### config.mk
export PLATFORM = sky130hd
export DESIGN_NAME = debounced_button_counter
export DESIGN_NICKNAME = d
export VERILOG_FILES = /design/src/rtl/dbc_pkg.sv /design/src/rtl/button_debouncer.sv /design/src/rtl/debounced_button_counter.sv
export SDC_FILE = /design/constraint.sdc
export NUM_CORES = 1
export LEC_CHECK = 0
export ABC_AREA = 1
export BUFFER_PORTS_ARGS = -buffer_cell sky130_fd_sc_hd__clkbuf_2
export CAP_MARGIN = 0
export CORE_ASPECT_RATIO = 0.75
export CORE_MARGIN = 4
export CORE_UTILIZATION = 63
export DETAILED_ROUTE_END_ITERATION = 6
export GPL_TIMING_DRIVEN = 1
export PLACE_DENSITY = 0.79
export SYNTH_ARGS = -nofsm -noshare
export SYNTH_HDL_FRONTEND = slang
export SYNTH_HIERARCHICAL = 1
export SYNTH_SLANG_ARGS = --single-unit
### constraint.sdc
create_clock -name clk -period 1.32 [get_ports clk]
set_input_delay 0 -clock clk [delete_from_list [all_inputs] [get_ports clk]]
set_output_delay 0 -clock clk [all_outputs]
set_load 0.01 [all_outputs]
### src/rtl/dbc_pkg.sv
// dbc_pkg: shared definitions for the debounced button counter.
//   rpt_state_t : auto-repeat FSM state encoding (IDLE, DELAY, REPEAT)
//   LVL_*       : internal button level constants (pressed = 1)
//   cnt_width() : width of a counter that must hold the largest cycle count
package dbc_pkg;

   typedef enum logic [1:0] {
      IDLE   = 2'd0,
      DELAY  = 2'd1,
      REPEAT = 2'd2
   } rpt_state_t;

   localparam logic LVL_PRESSED  = 1'b1;
   localparam logic LVL_RELEASED = 1'b0;

   function automatic int cnt_width(input int a, input int b, input int c);
      int m;
      m = a;
      if (b > m) m = b;
      if (c > m) m = c;
      return $clog2(m + 1);
   endfunction

endpackage

### src/rtl/button_debouncer.sv
// button_debouncer: one raw active-low button -> one-cycle press event.
//   clk   : system clock
//   rst   : asynchronous active-high reset
//   btn_n : raw button, active-low, asynchronous to clk
//   press : registered one-cycle event on each accepted press
// Two-flop synchroniser, then a stable level that only follows the synced
// level after DEBOUNCE_CYCLES consecutive differing cycles. With
// DBC_AUTO_REPEAT_EN defined, a repeat FSM adds events while held.
//
// state  | meaning
// IDLE   | not held, waiting for a press event
// DELAY  | held, timing REPEAT_DELAY before the first repeat
// REPEAT | held, one event every REPEAT_PERIOD cycles
module button_debouncer
   import dbc_pkg::*;
#(
   parameter int DEBOUNCE_CYCLES = 120000,
   parameter int REPEAT_DELAY    = 6000000,
   parameter int REPEAT_PERIOD   = 1200000
) (
   input  logic clk,
   input  logic rst,
   input  logic btn_n,
   output logic press
);

   localparam int CW = cnt_width(DEBOUNCE_CYCLES, REPEAT_DELAY, REPEAT_PERIOD);
   localparam logic [CW-1:0] CNT_ONE = CW'(1);
   localparam logic [CW-1:0] DB_LAST = CW'(DEBOUNCE_CYCLES - 1);

   logic [1:0]    sync_q;
   logic          synced;
   logic          stable;
   logic          stable_q;
   logic          rise;
   logic [CW-1:0] db_cnt;

   // Synchroniser resets to released (pin high); inversion gives pressed = 1.
   assign synced = ~sync_q[1];
   assign rise   = (stable == LVL_PRESSED) && (stable_q == LVL_RELEASED);

   always_ff @(posedge clk or posedge rst) begin
      if (rst) begin
         sync_q   <= 2'b11;
         stable   <= LVL_RELEASED;
         stable_q <= LVL_RELEASED;
         db_cnt   <= '0;
      end else begin
         sync_q   <= {sync_q[0], btn_n};
         stable_q <= stable;
         if (synced == stable) begin
            db_cnt <= '0;
         end else if (db_cnt == DB_LAST) begin
            stable <= synced;
            db_cnt <= '0;
         end else begin
            db_cnt <= db_cnt + CNT_ONE;
         end
      end
   end

`ifdef DBC_AUTO_REPEAT_EN
   localparam logic [CW-1:0] RD_LAST = CW'(REPEAT_DELAY - 1);
   localparam logic [CW-1:0] RP_LAST = CW'(REPEAT_PERIOD - 1);

   rpt_state_t    state;
   logic [CW-1:0] rpt_cnt;

   always_ff @(posedge clk or posedge rst) begin
      if (rst) begin
         state   <= IDLE;
         rpt_cnt <= '0;
         press   <= 1'b0;
      end else begin
         press <= 1'b0;
         case (state)
            IDLE: begin
               if (rise) begin
                  state   <= DELAY;
                  rpt_cnt <= '0;
                  press   <= 1'b1;
               end
            end
            DELAY: begin
               if (stable != LVL_PRESSED) begin
                  state <= IDLE;
               end else if (rpt_cnt == RD_LAST) begin
                  state   <= REPEAT;
                  rpt_cnt <= '0;
                  press   <= 1'b1;
               end else begin
                  rpt_cnt <= rpt_cnt + CNT_ONE;
               end
            end
            REPEAT: begin
               if (stable != LVL_PRESSED) begin
                  state <= IDLE;
               end else if (rpt_cnt == RP_LAST) begin
                  rpt_cnt <= '0;
                  press   <= 1'b1;
               end else begin
                  rpt_cnt <= rpt_cnt + CNT_ONE;
               end
            end
            default: state <= IDLE;
         endcase
      end
   end
`else
   always_ff @(posedge clk or posedge rst) begin
      if (rst) press <= 1'b0;
      else     press <= rise;
   end
`endif

endmodule

### src/rtl/debounced_button_counter.sv
// debounced_button_counter: debounced inc/dec buttons drive a WIDTH-bit
// up/down counter shown on LEDs.
//   clk       : system clock
//   rst       : asynchronous active-high reset (released synchronously inside)
//   btn_inc_n : raw increment button, active-low
//   btn_dec_n : raw decrement button, active-low
//   led       : current count
//   wrap      : one-cycle pulse on wrap (SATURATE=0) or discarded event at a
//               limit (SATURATE=1)
// Optional macro DBC_AUTO_REPEAT_EN enables hold-to-repeat in the debouncers.
module debounced_button_counter
   import dbc_pkg::*;
#(
   parameter int WIDTH           = 4,
   parameter int DEBOUNCE_CYCLES = 120000,
   parameter int SATURATE        = 0,
   parameter int REPEAT_DELAY    = 6000000,
   parameter int REPEAT_PERIOD   = 1200000
) (
   input  logic             clk,
   input  logic             rst,
   input  logic             btn_inc_n,
   input  logic             btn_dec_n,
   output logic [WIDTH-1:0] led,
   output logic             wrap
);

   localparam logic [WIDTH-1:0] ONE  = WIDTH'(1);
   localparam logic [WIDTH-1:0] MAXV = '1;

   logic [1:0] rst_sync;
   logic       rst_int;
   logic       inc_ev;
   logic       dec_ev;

   // Assert asynchronously, release on the clock so all flops leave reset together.
   always_ff @(posedge clk or posedge rst) begin
      if (rst) rst_sync <= 2'b11;
      else     rst_sync <= {rst_sync[0], 1'b0};
   end
   assign rst_int = rst_sync[1];

   button_debouncer #(
      .DEBOUNCE_CYCLES (DEBOUNCE_CYCLES),
      .REPEAT_DELAY    (REPEAT_DELAY),
      .REPEAT_PERIOD   (REPEAT_PERIOD)
   ) u_inc (
      .clk   (clk),
      .rst   (rst_int),
      .btn_n (btn_inc_n),
      .press (inc_ev)
   );

   button_debouncer #(
      .DEBOUNCE_CYCLES (DEBOUNCE_CYCLES),
      .REPEAT_DELAY    (REPEAT_DELAY),
      .REPEAT_PERIOD   (REPEAT_PERIOD)
   ) u_dec (
      .clk   (clk),
      .rst   (rst_int),
      .btn_n (btn_dec_n),
      .press (dec_ev)
   );

   // Simultaneous inc and dec cancel with no wrap pulse.
   always_ff @(posedge clk or posedge rst_int) begin
      if (rst_int) begin
         led  <= '0;
         wrap <= 1'b0;
      end else begin
         wrap <= 1'b0;
         if (inc_ev && !dec_ev) begin
            if (led == MAXV) begin
               wrap <= 1'b1;
               if (SATURATE == 0) led <= '0;
            end else begin
               led <= led + ONE;
            end
         end else if (dec_ev && !inc_ev) begin
            if (led == '0) begin
               wrap <= 1'b1;
               if (SATURATE == 0) led <= MAXV;
            end else begin
               led <= led - ONE;
            end
         end
      end
   end

endmodule

# == After elaboration in Yosys (flattened, before gate mapping) ==
# Cells that the tools add are included.
# op_classes
addsub,4
eq_ne,5
mux,12
n_bitwise,6
n_reduce_logical,10
# op_table
cell,n
$mux W23,4
$add A23 B1 Y23 const B,2
$eq A23 B17 Y1 const B,2
$mux W4,4
$not A1 Y1,6
$add A4 B1 Y4 const B,1
$eq A4 B4 Y1 const B,1
$logic_and A1 B1 Y1,4
$logic_not A4 Y1,1
$mux W1,4
$reduce_and A2 Y1,2
$sub A4 B1 Y4 const B,1
$eq A1 B1 Y1,2
$logic_not A1 Y1,2
$reduce_bool A2 Y1,1
# word_totals
regBits,63
in_bits,4
out_inout_bits,5
elab_cells,50

# == Logic depth before layout (Yosys ltp) ==
# depth
depth_word,4
mapped_depth,9
mapped_depth_nobuf,9

# == Cells and area by module ==
# Netlist, hierarchy kept.
# by_module_without_submodules
module,n_inst,cells_each,area_per_inst_um2,seq_area_each_um2
button_debouncer (u_dec),1,242,1811.7,703.2
button_debouncer (u_inc),1,235,1747.9,703.2
debounced_button_counter,1,55,430.4,177.7

# == Worst setup path before layout ==
# OpenSTA, ideal clock, no wires.
# synth_timing
path_kind,reg-to-reg
start,register u_inc.db_cnt[0]
end,register u_inc.db_cnt[10]
setup_ns,0.119
arrival_ns,1.282
required_time_ns,1.201
setup_slack_ns,-0.081
path_stages_with_launch,9
path_buffers,0
synth_period_minus_slack_ns,1.401
path_cell_list,dfrtp_1 ha_1 inv_1 nor2_8 nand2_4 nor2_4 nand3_4 nand2_4 nor2_2
# synth_between
elab_chain_len,3
elab_cells_between_ends,4
cone_classes,add/sub: 1; eq/ne: 1; mux: 2
# synth_rtl
element,line_no,text
from (decl),button_debouncer.sv:36,logic [CW-1:0] db_cnt;
from (signal assigned),button_debouncer.sv:57,db_cnt <= db_cnt + CNT_ONE;
$add A23 B1 Y23 / $eq A23 B17 Y1 (equally long branches),"button_debouncer.sv:57, button_debouncer.sv:53",
$mux W23 *,button_debouncer.sv:53,end else if (db_cnt == DB_LAST) begin
$mux W23 *,button_debouncer.sv:51,if (synced == stable) begin
# Every way passes the cells marked *; elsewhere a longest branch is shown, timed or not.
# A chain may end at the register's enable or synchronous reset.

# == Worst setup path in the final report ==
# layout_timing
start,register u_dec.db_cnt[1]
end,register u_dec.db_cnt[13]
# layout_between
elab_chain_len,3
elab_cells_between_ends,4
cone_classes,add/sub: 1; eq/ne: 1; mux: 2
# layout_rtl
element,line_no
from (decl),button_debouncer.sv:36
from (signal assigned),button_debouncer.sv:57
$add A23 B1 Y23 / $eq A23 B17 Y1 (equally long branches),"button_debouncer.sv:57, button_debouncer.sv:53"
$mux W23 *,button_debouncer.sv:53
$mux W23 *,button_debouncer.sv:51
# Marked as above.

==> results.ini <==
[clocking]
numCtsBuffers=9
clk_pin_slew_ns=0.07
h-tree-depth=3
root_buffer=clkbuf_8
insertion_delay_ns=0.36
numClockSinks=63
cts_max_path_buffers=2
cts_tree=done

[global_routing]
grt_pass1_wl_mm=16.67
grt_usage_pct=27.81
grt_overflow=0
grt_antenna_before_repair=0
grt_max_degree=29
grt_pass1_vias=3335

[drt]
routedWlPerCell_um=15.93
vias=3768
ant_nets=0
dr.pass1.iters=5
routed_wl_mm=10.99
post-route-drc-count=0
viasPerCell=5.461
drtIter0Drc=239

[logic_synthesis]
synthArstFlopShare_pct=100.0
ys_top_cells_by_area=dfrtp_1, nand2_1, nor2_1, inv_1, nand3_1
synth_edf_count=0
ys.flop_type=dfrtp_1
synth_seq_cells=63
yosysMostFrequentCell=nand2_1
yosys.cell_types.count=30
synth_largest_area_cell=dfrtp_1
syn_area_sq_um=3990
synth_area_per_cell_sq_um=7.500
synth_commonest_cells=nand2_1, nor2_1, inv_1, dfrtp_1, nand3_1
synth_top_area_share_pct=35.75
syn_nets=542
yosys_warnings=6
synthCells=532
ys_seq_area_share_pct=39.70

[placement]
pre_cts_slack_ns=-0.07295
port_buffers=8
dp_hpwl_mm=7.211
dpl_cell_area_sq_um=4349
place_congestion=0.9653
place_inst=644

[final_layout]
area_delta_synth_final_pct=26.43
finalInstanceArea_sq_um=5045
layout.cells.non_filler=690
final_nets=617
fillers=344
seqCellArea_sq_um=1605
drive_gt1_share_pct=36.60
multiInputGateArea_sq_um=2380
num_antenna_cells=0

[setup_path]
worstSetupStartpoint=u_dec/db_cnt[1]
slowest_stage=dfrtp_1
cp-end-kind=flip-flop
worstPathRequired_ns=1.55
worstReg2RegEnd=u_dec/db_cnt[13]
critical_path_arrival_ns=1.64
path_max_fanout=4
rr_startpoint=u_dec/db_cnt[1]
crit_cells=7
cpMostUsedCell=nand2_4
cp-endpoint=u_dec/db_cnt[13]
rr_worst_depth=7
critPathKind=flip-flop to flip-flop
cp_top_family=simple AND/OR/NAND/NOR gates
r2r_slack_ns=-0.09
worstPathBufferInverterCount=1
path_cells=buf_6 > nand2_4 > nor2_8 > nand2_4 > nor2_4 > xor2_1 > nor2_1
start_kind=flip-flop
slowest_delay_ns=0.43

[power_and_ir_drop]
p_comb_share_pct=5.8
power.share.clock_pct=43.3
power_density_nw_per_um2=776.8
leakage_nw=2.320
internal_power_w=0.002967
peakVddDrop_uv=664.5
p_sw_w=0.0009515
switching_share_pct=24.28
p_seq_share_pct=50.9

[outcome]
status=complete, but fails checks
violations=setup timing

[run]
maxCapViolCount=0

[sta]
fin_skew_ns=0.007513
final.min_clock_period_ns=1.411
final_hold_viol_count=0
holdWs_ns=0.1694
period_share_pct=106.9
drv_slew=0
finalSetupViolations=32
rsz0062_at_grt=yes
worst_slack_ns=-0.09083
max_freq_ghz=0.7088

[floorplan]
rows=24
io_pins=9
coreArea_sq_um=5976
die_w_um=99.90
die_area_sq_um=7684
die_h_um=76.92
start_util_pct=66.77

[hold_path]
hp-class=flip-flop to async pin

==> metal layers <==
layer	vias up	track usage (%)	wire length (um)
li1	1777	-	-
met1	1819	41.96	4847
met2	150	38.95	5012
met3	22	7.525	916
met4	0	7.640	218
met5	-	0	0
==> power by group through the flow <==
stage	clock network [W]	logic [W]	registers [W]
detailed placement	0	0.000182	0.00203
global route	0.00181	0.000248	0.00199
finish	0.00170	0.000227	0.00199
floorplan	0	0.000112	0.00202
global placement	0	0.000174	0.00202
CTS	0.00172	0.000212	0.00199
==> per-stage QoR <==
step                      setup TNS, ns  utilization, %  power [W]
after detailed placement         -1.302           72.78   0.002208
after global routing             -4.080           84.42   0.004056
after floorplan                       0               -   0.002132
final                            -1.322           84.42   0.003919
after CTS                       -0.8151           79.17   0.003926
after global placement         -0.08808           72.78   0.002197
==> cell usage in the layout (no fill, tap or decap), drive strengths merged, types with 6 or more instances in the layout <==
cell type  Yosys  routed
inv           67      67
dfstp          6       6
ha             6       6
nand2        146     146
xor2          17      17
nor2         151     151
nand3         46      46
buf            3      56
dfrtp         57      57
xnor2          8       8
o21ai          9       9
clkbuf         0      18
==> timing repair <==
item	CTS	global route
gates resized for setup	19	68
endpoints found under the hold margin	4	0
pin swaps	25	33
hold buffers	3	0
gates cloned	0	0
setup buffers	13	14
setup endpoints to repair	33	44
==> final cells by class <==
type	count	share of cell area [%]
clock buffers	10	2.728
clock inverters	6	1.190
inverters	67	5.134
multi-input cells	399	47.17
flip-flops and latches	63	31.82
well taps	78	1.935
repair buffers	67	10.02
==> state kept, by name, summed over array words and instances, names as in the netlist <==
register / count
u_dec/db_cnt: 23
u_inc/db_cnt: 23
led: 4
rst_sync: 2
u_dec/sync_q: 2
u_inc/sync_q: 2
u_dec/press: 1
u_dec/stable: 1
u_dec/stable_q: 1
u_inc/press: 1
u_inc/stable: 1
u_inc/stable_q: 1
wrap: 1
==> how the worst min path moves through the flow <==
stage / end / slack, ns / cells past startpoint
after detailed placement: rst_sync[0] / 0.02 / 2
after global placement: rst_sync[0] / 0.003 / 2
after floorplan: rst_sync[0] / -0.09 / 1
final: led[0] / 0.17 / 1
after CTS: led[1] / 0.16 / 1
after global routing: led[1] / 0.19 / 1
==> kinds of logic (layout without fill, tap and decap cells) <==
family / after synthesis / after routing / share of synthesized area (%)
simple gates: 350 / 350 / 43.34
buf+inv: 70 / 150 / 6.836
flops: 63 / 63 / 39.70
xor+xnor: 25 / 25 / 5.676
compound gates: 17 / 17 / 2.477
fa+ha+maj: 6 / 6 / 1.881
other cells: 1 / 1 / 0.09398
No activity file was read; power rests on OpenSTA's default activity.
